File: src/rtl/quo_bcd_pkg.sv
// Shared types and constants for the quotient-to-BCD converter.
// Nothing here depends on LEADING_ZERO_BLANK_EN; that macro is resolved in quo_bcd_conv.
package quo_bcd_pkg;

  typedef enum logic [1:0] {
    IDLE = 2'd0,
    OP   = 2'd1,
    DONE = 2'd2
  } state_t;

  localparam int DIGIT_W = 4;

  // 4'hF is the code the downstream 7-segment decoder shows as a dark digit.
  localparam logic [DIGIT_W-1:0] BLANK_CODE = 4'hF;

  localparam logic [DIGIT_W-1:0] ADJ_THRESH = 4'd5;
  localparam logic [DIGIT_W-1:0] ADJ_ADD    = 4'd3;

endpackage

File: src/rtl/bcd_adj3.sv
// Combinational add-3 correction for one BCD digit, applied before each double-dabble shift.
// Inputs never exceed 9, so the largest output is 12 and always fits in a single digit.
module bcd_adj3
  import quo_bcd_pkg::*;
(
  input  logic [DIGIT_W-1:0] in_i,
  output logic [DIGIT_W-1:0] out_o
);

  assign out_o = (in_i >= ADJ_THRESH) ? (in_i + ADJ_ADD) : in_i;

endmodule

File: src/rtl/quo_bcd_conv.sv
// Captures the divider quotient on start and converts it to packed BCD (shift-and-add-3).
// Define LEADING_ZERO_BLANK_EN to replace leading zero digits (above the units digit) with BLANK_CODE.
module quo_bcd_conv
  import quo_bcd_pkg::*;
#(
  parameter int DATA_W = 8,
  parameter int DIGITS = 3
) (
  input  logic                      clk_amisha,
  input  logic                      reset_amisha,
  input  logic                      start_amisha,
  input  logic [DATA_W-1:0]         bin_amisha,
  output logic                      ready_amisha,
  output logic                      done_tick_amisha,
  output logic [DIGIT_W*DIGITS-1:0] bcd_amisha
);

  localparam int BCD_W = DIGIT_W * DIGITS;
  localparam int CNT_W = $clog2(DATA_W + 1);

  state_t             state_q;
  logic [DATA_W-1:0]  binSr_q;
  logic [DATA_W-1:0]  binSr_d;
  logic [BCD_W-1:0]   bcdAcc_q;
  logic [BCD_W-1:0]   bcdAcc_d;
  logic [BCD_W-1:0]   bcdAdj;
  logic [BCD_W-1:0]   bcdOut_d;
  logic [CNT_W-1:0]   count_q;
  logic [BCD_W+DATA_W-1:0] shiftAll;

  for (genvar g = 0; g < DIGITS; g++) begin : g_adj
    bcd_adj3 u_adj (
      .in_i  (bcdAcc_q[g*DIGIT_W +: DIGIT_W]),
      .out_o (bcdAdj[g*DIGIT_W +: DIGIT_W])
    );
  end

  // Adjusted digits and remaining binary bits move left together; the binary MSB enters bcd bit 0.
  always_comb begin
    shiftAll = {bcdAdj, binSr_q} << 1;
    bcdAcc_d = shiftAll[BCD_W+DATA_W-1:DATA_W];
    binSr_d  = shiftAll[DATA_W-1:0];
  end

  // Output formatting applied only to the final value captured into bcd_amisha.
  always_comb begin
    bcdOut_d = bcdAcc_d;
`ifdef LEADING_ZERO_BLANK_EN
    begin
      logic leading;
      leading = 1'b1;
      for (int i = DIGITS - 1; i >= 1; i--) begin
        if (leading && (bcdAcc_d[i*DIGIT_W +: DIGIT_W] == '0)) begin
          bcdOut_d[i*DIGIT_W +: DIGIT_W] = BLANK_CODE;
        end else begin
          leading = 1'b0;
        end
      end
    end
`endif
  end

  // The last shift and DONE entry share one edge, so the result is captured straight from the shift path.
  always_ff @(posedge clk_amisha) begin
    if (reset_amisha) begin
      state_q          <= IDLE;
      binSr_q          <= '0;
      bcdAcc_q         <= '0;
      count_q          <= '0;
      bcd_amisha       <= '0;
      done_tick_amisha <= 1'b0;
      ready_amisha     <= 1'b1;
    end else begin
      done_tick_amisha <= 1'b0;
      case (state_q)
        IDLE: begin
          if (start_amisha) begin
            binSr_q      <= bin_amisha;
            bcdAcc_q     <= '0;
            count_q      <= CNT_W'(DATA_W);
            ready_amisha <= 1'b0;
            state_q      <= OP;
          end
        end
        OP: begin
          binSr_q  <= binSr_d;
          bcdAcc_q <= bcdAcc_d;
          count_q  <= count_q - 1'b1;
          if (count_q == CNT_W'(1)) begin
            bcd_amisha       <= bcdOut_d;
            done_tick_amisha <= 1'b1;
            state_q          <= DONE;
          end
        end
        DONE: begin
          ready_amisha <= 1'b1;
          state_q      <= IDLE;
        end
        default: begin
          ready_amisha <= 1'b1;
          state_q      <= IDLE;
        end
      endcase
    end
  end

endmodule

File: config.mk
export PLATFORM = sky130hd
export DESIGN_NAME = quo_bcd_conv
export DESIGN_NICKNAME = d
export VERILOG_FILES = /design/src/rtl/quo_bcd_pkg.sv /design/src/rtl/bcd_adj3.sv /design/src/rtl/quo_bcd_conv.sv
export SDC_FILE = /design/constraint.sdc
export NUM_CORES = 1
export LEC_CHECK = 0
export BUFFER_PORTS_ARGS = -buffer_cell sky130_fd_sc_hd__buf_2
export CAP_MARGIN = 0
export CELL_PAD_IN_SITES_DETAIL_PLACEMENT = 1
export CELL_PAD_IN_SITES_GLOBAL_PLACEMENT = 1
export CORE_UTILIZATION = 35
export DETAILED_ROUTE_END_ITERATION = 10
export PLACE_DENSITY_LB_ADDON = 0.1
export SKIP_CTS_REPAIR_TIMING = 1
export SYNTH_ARGS = -nofsm -noshare
export SYNTH_HDL_FRONTEND = slang
export SYNTH_SLANG_ARGS = --single-unit
export TNS_END_PERCENT = 100
File: constraint.sdc
create_clock -name clk_amisha -period 1.7 [get_ports clk_amisha]
set_input_delay 0.34 -clock clk_amisha [delete_from_list [all_inputs] [get_ports clk_amisha]]
set_output_delay 0.34 -clock clk_amisha [all_outputs]
set_load 0.1 [all_outputs]
# --- Yosys cells after proc, flatten, opt, wreduce, memory -nomap -nowiden ---
# Cells that the tools add are included.
# Widths: inputs -> output; s select.
op_classes:
  addsub: 4
  magnitude_cmp: 3
  eq_ne: 4
  mux: 15
  bitwise_logic: 1
  reduce_logical: 7
ops:
  columns: ["op", "count"]
  rows:
  - ["$pmux 12 s2", 1]
  - ["$pmux 8 s2", 1]
  - ["$ge 4x3->1 const B", 3]
  - ["$mux 12", 1]
  - ["$mux 4", 3]
  - ["$add 4x2->4 const B", 2]
  - ["$mux 8", 1]
  - ["$pmux 4 s2", 1]
  - ["$reduce_and 2->1", 4]
  - ["$eq 4x1->1 const B", 1]
  - ["$mux 2", 2]
  - ["$ne 2x2->1 const B", 2]
  - ["$pmux 2 s2", 1]
  - ["$sub 4x1->4 const B", 1]
  - ["$add 3x2->3 const B", 1]
  - ["$mux 3", 1]
  - ["$eq 2x1->1 const B", 1]
  - ["$logic_not 2->1", 1]
  - ["$mux 1", 2]
  - ["$pmux 1 s2", 1]
  - ["$reduce_bool 2->1", 1]
  - ["$reduce_or 2->1", 1]
  - ["$not 1->1", 1]
totals:
  regBits: 40
  input_bits: 11
  output_inout_bits: 14

# --- Longest topological paths before layout ---
depth:
  depth_word: 3
  ltp_mapped: 7

# --- Modules after synthesis ---
# A second synthesis with hierarchy kept.
unflattened:
  cells_unflattened: 221
  hier_area_um2: 1999.4
modules_own_cells:
  columns: ["mod", "n_inst", "cells_per_inst", "area_per_inst_um2", "seq_area_each_um2"]
  rows:
  - ["quo_bcd_conv", 1, 173, 1695.4, 800.8]
  - ["bcd_adj3", 3, 16, 101.3, 0.0]

# --- Least setup slack after synthesis ---
# OpenSTA, ideal clock, no wires.
synth_timing:
  path_type: "reg-to-reg"
  startpoint: "reg count_q[0]"
  endpoint: "reg bcd_amisha[3]"
  arrival_ns: 1.323
  t_required_ns: 1.563
  slack_ns: 0.239
  stages_incl_launch_ff: 7
  n_path_buf: 2
  cell_sequence: "dfxtp_1 > ha_1 > nor4bb_2 > and2_1 > buf_6 > buf_4 > a211oi_2"
synth_between:
  elab_chain_cells: 2
synth_rtl:
  columns: ["item", "line", "rtl"]
  rows:
  - ["start: declaration", "quo_bcd_conv.sv:28", "logic [CNT_W-1:0] count_q;"]
  - ["start signal: assignment", "quo_bcd_conv.sv:80", "count_q <= CNT_W'(DATA_W);"]
  - ["start signal: assignment", "quo_bcd_conv.sv:88", "count_q <= count_q - 1'b1;"]
  - ["$eq 4x1->1", "quo_bcd_conv.sv:89", "if (count_q == CNT_W'(1)) begin"]
  - ["$reduce_and 2->1 (no line)", null, null]
  - ["end signal: assignment", "quo_bcd_conv.sv:90", "bcd_amisha <= bcdOut_d;"]
  - ["end: declaration", "quo_bcd_conv.sv:15", "output logic [DIGIT_W*DIGITS-1:0] bcd_amisha"]
# Every way passes these cells.
# A chain may end at the register's enable or synchronous reset.

# --- Worst setup path after layout ---
layout_timing:
  startpoint: "reg bcdAcc_q[1]"
  endpoint: "reg bcd_amisha[2]"
layout_between:
  elab_chain_cells: 2
  elab_cells_between_ends: 3
  classes_between: "1 x add/sub; 1 x order compare; 1 x mux"
layout_rtl:
  columns: ["item", "line", "rtl"]
  rows:
  - ["start: declaration", "quo_bcd_conv.sv:24", "logic [BCD_W-1:0] bcdAcc_q;"]
  - ["start signal: assignment", "quo_bcd_conv.sv:68", "bcdAcc_q <= '0;"]
  - ["start signal: assignment", "quo_bcd_conv.sv:79", "bcdAcc_q <= '0;"]
  - ["start signal: assignment", "quo_bcd_conv.sv:87", "bcdAcc_q <= bcdAcc_d;"]
  - ["$add 4x2->4 / $ge 4x3->1 (equally long branches)", "bcd_adj3.sv:10", "assign out_o = (in_i >= ADJ_THRESH) ? (in_i + ADJ_ADD) : in_i;"]
  - ["$mux 4 (*)", "bcd_adj3.sv:10", null]
# Mark *: on every way between the ends. The rest lies on a longest branch, timed or not.

==> impl_summary.log <==
INFO  metric synthSimpleGateAreaFrac = 0.194
INFO  metric htree_levels = 2
INFO  metric worstPathArrival = 1830 ps
INFO  metric switching_share = 0.282
INFO  metric timing_max_transition_violations_final = 0
INFO  metric drcViolationCount = 0
INFO  metric initial_utilization = 0.363
INFO  metric mappedNetlistArea = 0.00184 mm^2
INFO  metric synth_top_family_by_area = compound AO/OA/AOI/OAI gates
INFO  metric aggregate_global_routing_overflow = 0
INFO  metric ioPinCount = 25
INFO  metric synthesized_net_count = 223
INFO  metric initial_drc_count = 102
INFO  metric power.internal = 1360 uW
INFO  metric detail_route.wirelength = 4700 um
INFO  metric hpwl = 3350 um
INFO  metric clock_sink_count = 40
INFO  metric power.density = ~880 mW/mm^2
INFO  metric synth_fa_ha_area_frac = 0.0543
INFO  metric hold_path_class = in2reg
INFO  metric start_kind = register
INFO  metric cts_tree = yes
INFO  metric layout.nets = 251
INFO  metric antennaDiodeCount = 0
INFO  metric post_synth_mux_area_share = 0.0299
INFO  metric design_area = 0.00217 mm^2
INFO  metric tritoncts.num_buffers = 5
INFO  metric timing.max_slew.rel_slack = 0.676
INFO  metric clockBufferDepth = 2
INFO  metric antenna_found_initial = 0
INFO  metric drtAntennaViolNets = 0
INFO  metric drive_above_1_share = 0.254
INFO  metric timing.setup.critical_path_class = reg2reg
INFO  metric max_cap_viols = 0
INFO  metric max_freq = approximately 620 MHz
INFO  metric critical_path_required = 1920 ps
INFO  metric power.net_switching = 536 uW
INFO  metric grt_first_pass_wirelength = 7740 um
INFO  metric num_rows = 26
INFO  metric clock-skew-final = between 4 and 5 ps
INFO  metric gpl.final_weighted_congestion = between 0.7 and 0.8
INFO  metric vdd_drop_max = 352 uV
INFO  metric via_per_inst = 5.12
INFO  metric floorplan.core_area = 0.00507 mm^2
INFO  metric detail_route.first_pass.iterations = 4
INFO  metric post-route-min-period = 1600 ps
INFO  metric placement.io_buffers = 24
INFO  metric chipHeight = 74.6 um
INFO  metric dieWidth = approximately 75 um
INFO  metric element_type_at_the_critical_path_end = register
INFO  metric via_count = 1545
INFO  metric ys_ff_latch = 40
INFO  metric p_comb_frac = 0.153
INFO  metric worst_pin_slew = 490 ps
INFO  metric clockRootBuffer = sky130_fd_sc_hd__clkbuf_8
INFO  metric clk_transition_reported_paths = 80 ps
INFO  metric yosys_warnings = 0
INFO  metric netlist-cell-type-count = 35
INFO  metric path_max_fanout = 4
INFO  metric drt-wirelength-per-cell = 15.6 um
INFO  metric synth_instances = 204
INFO  metric post-route-period-util = 0.944
INFO  metric power_frac_seq = 0.532
INFO  metric synth_xor_area_frac = 0.0190
INFO  metric layout.cells.most_common = sky130_fd_sc_hd__dfxtp_1
INFO  metric dieArea = around 0.0056 mm^2
INFO  metric grtUsageTotal = 0.189
INFO  metric grt_start_max_net_pins = 36
INFO  metric finalHoldViolations = 0
INFO  metric synth_seq_area_share = 0.434
INFO  metric clock_insertion_delay_worst_skew = a little under 300 ps
INFO  metric syn2layout_area_growth = 17.5%
INFO  metric total_cell_area_at_the_placement_stage = between 0.002 and 0.0025 mm^2
INFO  metric run_status = complete, no violations
INFO  metric leakage = 0.000852 uW
INFO  metric fin_hold_ws = 298 ps
INFO  metric synth-compound-area-share = 0.204
INFO  metric finalSetupViolCount = 0
INFO  metric layout.cells.most_common_list = 40 x sky130_fd_sc_hd__dfxtp_1, 30 x sky130_fd_sc_hd__nor2_1, 24 x sky130_fd_sc_hd__buf_2
INFO  metric first_global_vias = 1584
INFO  metric clock_power_share = 0.316
INFO  metric avgSynthCellArea = 9.03 um^2
==> power groups by stage <==
stage | Clock (uW) | Sequential (uW) | Combinational (uW)
after floorplan | 0 | 1070 | 167
after global placement | 0 | 1030 | 276
after detailed placement | 0 | 1030 | 288
after CTS | 617 | 1010 | 291
after global routing | 674 | 1020 | 317
final | 600 | 1010 | 290
==> kinds of logic (layout without fill, tap and decap cells) <==
logic type | after synthesis | in the layout
compound gates | 54 | 54
xor+xnor | 4 | 4
fa+ha+maj | 8 | 8
buf+inv | 25 | 53
flops | 40 | 40
mux | 5 | 5
simple gates | 68 | 68
==> worst paths after layout <==
path	start	endpoint	slack (ps)	cells past startpoint
worst max-delay path	bcdAcc_q[1]$_SDFFE_PP0P_	bcd_amisha[2]$_SDFFE_PP0P_	100	6
worst min-delay path	bin_amisha[0]	binSr_q[0]$_SDFFE_PP0P_	300	3
worst max register to register	bcdAcc_q[1]$_SDFFE_PP0P_	bcd_amisha[2]$_SDFFE_PP0P_	100	6
worst min register to register	bcd_amisha[10]$_SDFFE_PP0P_	bcd_amisha[10]$_SDFFE_PP0P_	480	2
==> state kept, by name (all words and copies together) (netlist names) <==
name	count
count_q	4
done_tick_amisha	1
bcdAcc_q	12
state_q	2
bcd_amisha	12
binSr_q	8
ready_amisha	1
==> routing by layer <==
| layer | share of wire | global-route usage | vias to the layer above | routed length (um) |
|---|---|---|---|---|
| li1 | - | - | 771 | - |
| met1 | 0.44 | 0.233 | 736 | 2060 |
| met2 | 0.51 | 0.320 | 33 | 2380 |
| met3 | 0.043 | 0.0474 | 5 | 204 |
| met4 | 0.011 | 0.0629 | 0 | 53 |
| met5 | 0 | 0 | - | 0 |
==> metrics by stage <==
step,worst slack (ps),utilization,instances,power [uW],TNS [ps]
2_1_floorplan,239,-,204,1240,0
3_3_place_gp,142,0.406,295,1300,0
3_5_place_dp,34.7,0.406,295,1320,0
4_1_cts,16.2,0.421,302,1920,0
5_1_grt,-33.0,0.427,302,2010,-33.0
6_report,95.2,0.427,302,1900,0
==> worst max-delay path, stage by stage, from the launching register on <==
cell and delay, ps:
sky130_fd_sc_hd__dfxtp_1 340, sky130_fd_sc_hd__inv_1 90, sky130_fd_sc_hd__ha_1 210, sky130_fd_sc_hd__nand2b_1 180
sky130_fd_sc_hd__a21oi_2 190, sky130_fd_sc_hd__mux2_2 370, sky130_fd_sc_hd__o22ai_1 170
==> layout make-up <==
type                       instances  area (um^2)
tap                               70         87.6
timing repair buffer              32          193
sequential                        40          801
inverter                          14         52.6
clock buffer                       6         72.6
fill                             635         2910
clock inverter                     1         5.00
multi-input combinational        139          955
==> synth_stat cells <==
cell type / instances / share of area
sky130_fd_sc_hd__nand3b_1: 2 / 0.0081
sky130_fd_sc_hd__and3_1: 1 / 0.0034
sky130_fd_sc_hd__mux2i_1: 1 / 0.0054
sky130_fd_sc_hd__a211oi_1: 2 / 0.0081
sky130_fd_sc_hd__nand3_1: 4 / 0.011
sky130_fd_sc_hd__o21bai_1: 1 / 0.0041
sky130_fd_sc_hd__buf_2: 4 / 0.011
sky130_fd_sc_hd__nand2_1: 3 / 0.0061
sky130_fd_sc_hd__o221ai_1: 1 / 0.0048
sky130_fd_sc_hd__buf_4: 3 / 0.012
sky130_fd_sc_hd__inv_1: 13 / 0.026
sky130_fd_sc_hd__dfxtp_1: 40 / 0.43
sky130_fd_sc_hd__ha_1: 8 / 0.054
sky130_fd_sc_hd__o21ba_2: 1 / 0.0054
sky130_fd_sc_hd__a2bb2oi_1: 4 / 0.019
sky130_fd_sc_hd__nor2_1: 30 / 0.061
sky130_fd_sc_hd__and2_1: 1 / 0.0034
sky130_fd_sc_hd__mux2_2: 4 / 0.024
sky130_fd_sc_hd__nand2b_1: 11 / 0.037
sky130_fd_sc_hd__nor4_2: 1 / 0.0068
sky130_fd_sc_hd__nor3_1: 8 / 0.022
sky130_fd_sc_hd__xnor2_1: 4 / 0.019
sky130_fd_sc_hd__nand2_4: 1 / 0.0061
sky130_fd_sc_hd__o21ai_0: 8 / 0.022
sky130_fd_sc_hd__o32ai_1: 5 / 0.024
sky130_fd_sc_hd__clkbuf_1: 2 / 0.0041
sky130_fd_sc_hd__nor3b_1: 5 / 0.020
sky130_fd_sc_hd__nor4bb_2: 1 / 0.0088
sky130_fd_sc_hd__buf_6: 1 / 0.0061
sky130_fd_sc_hd__a211oi_2: 5 / 0.034
sky130_fd_sc_hd__a22oi_1: 3 / 0.012
sky130_fd_sc_hd__a21oi_1: 15 / 0.041
sky130_fd_sc_hd__buf_1: 1 / 0.0020
sky130_fd_sc_hd__inv_2: 1 / 0.0020
sky130_fd_sc_hd__o22ai_1: 9 / 0.031
Note: power is estimated with default switching activity, not from simulation.
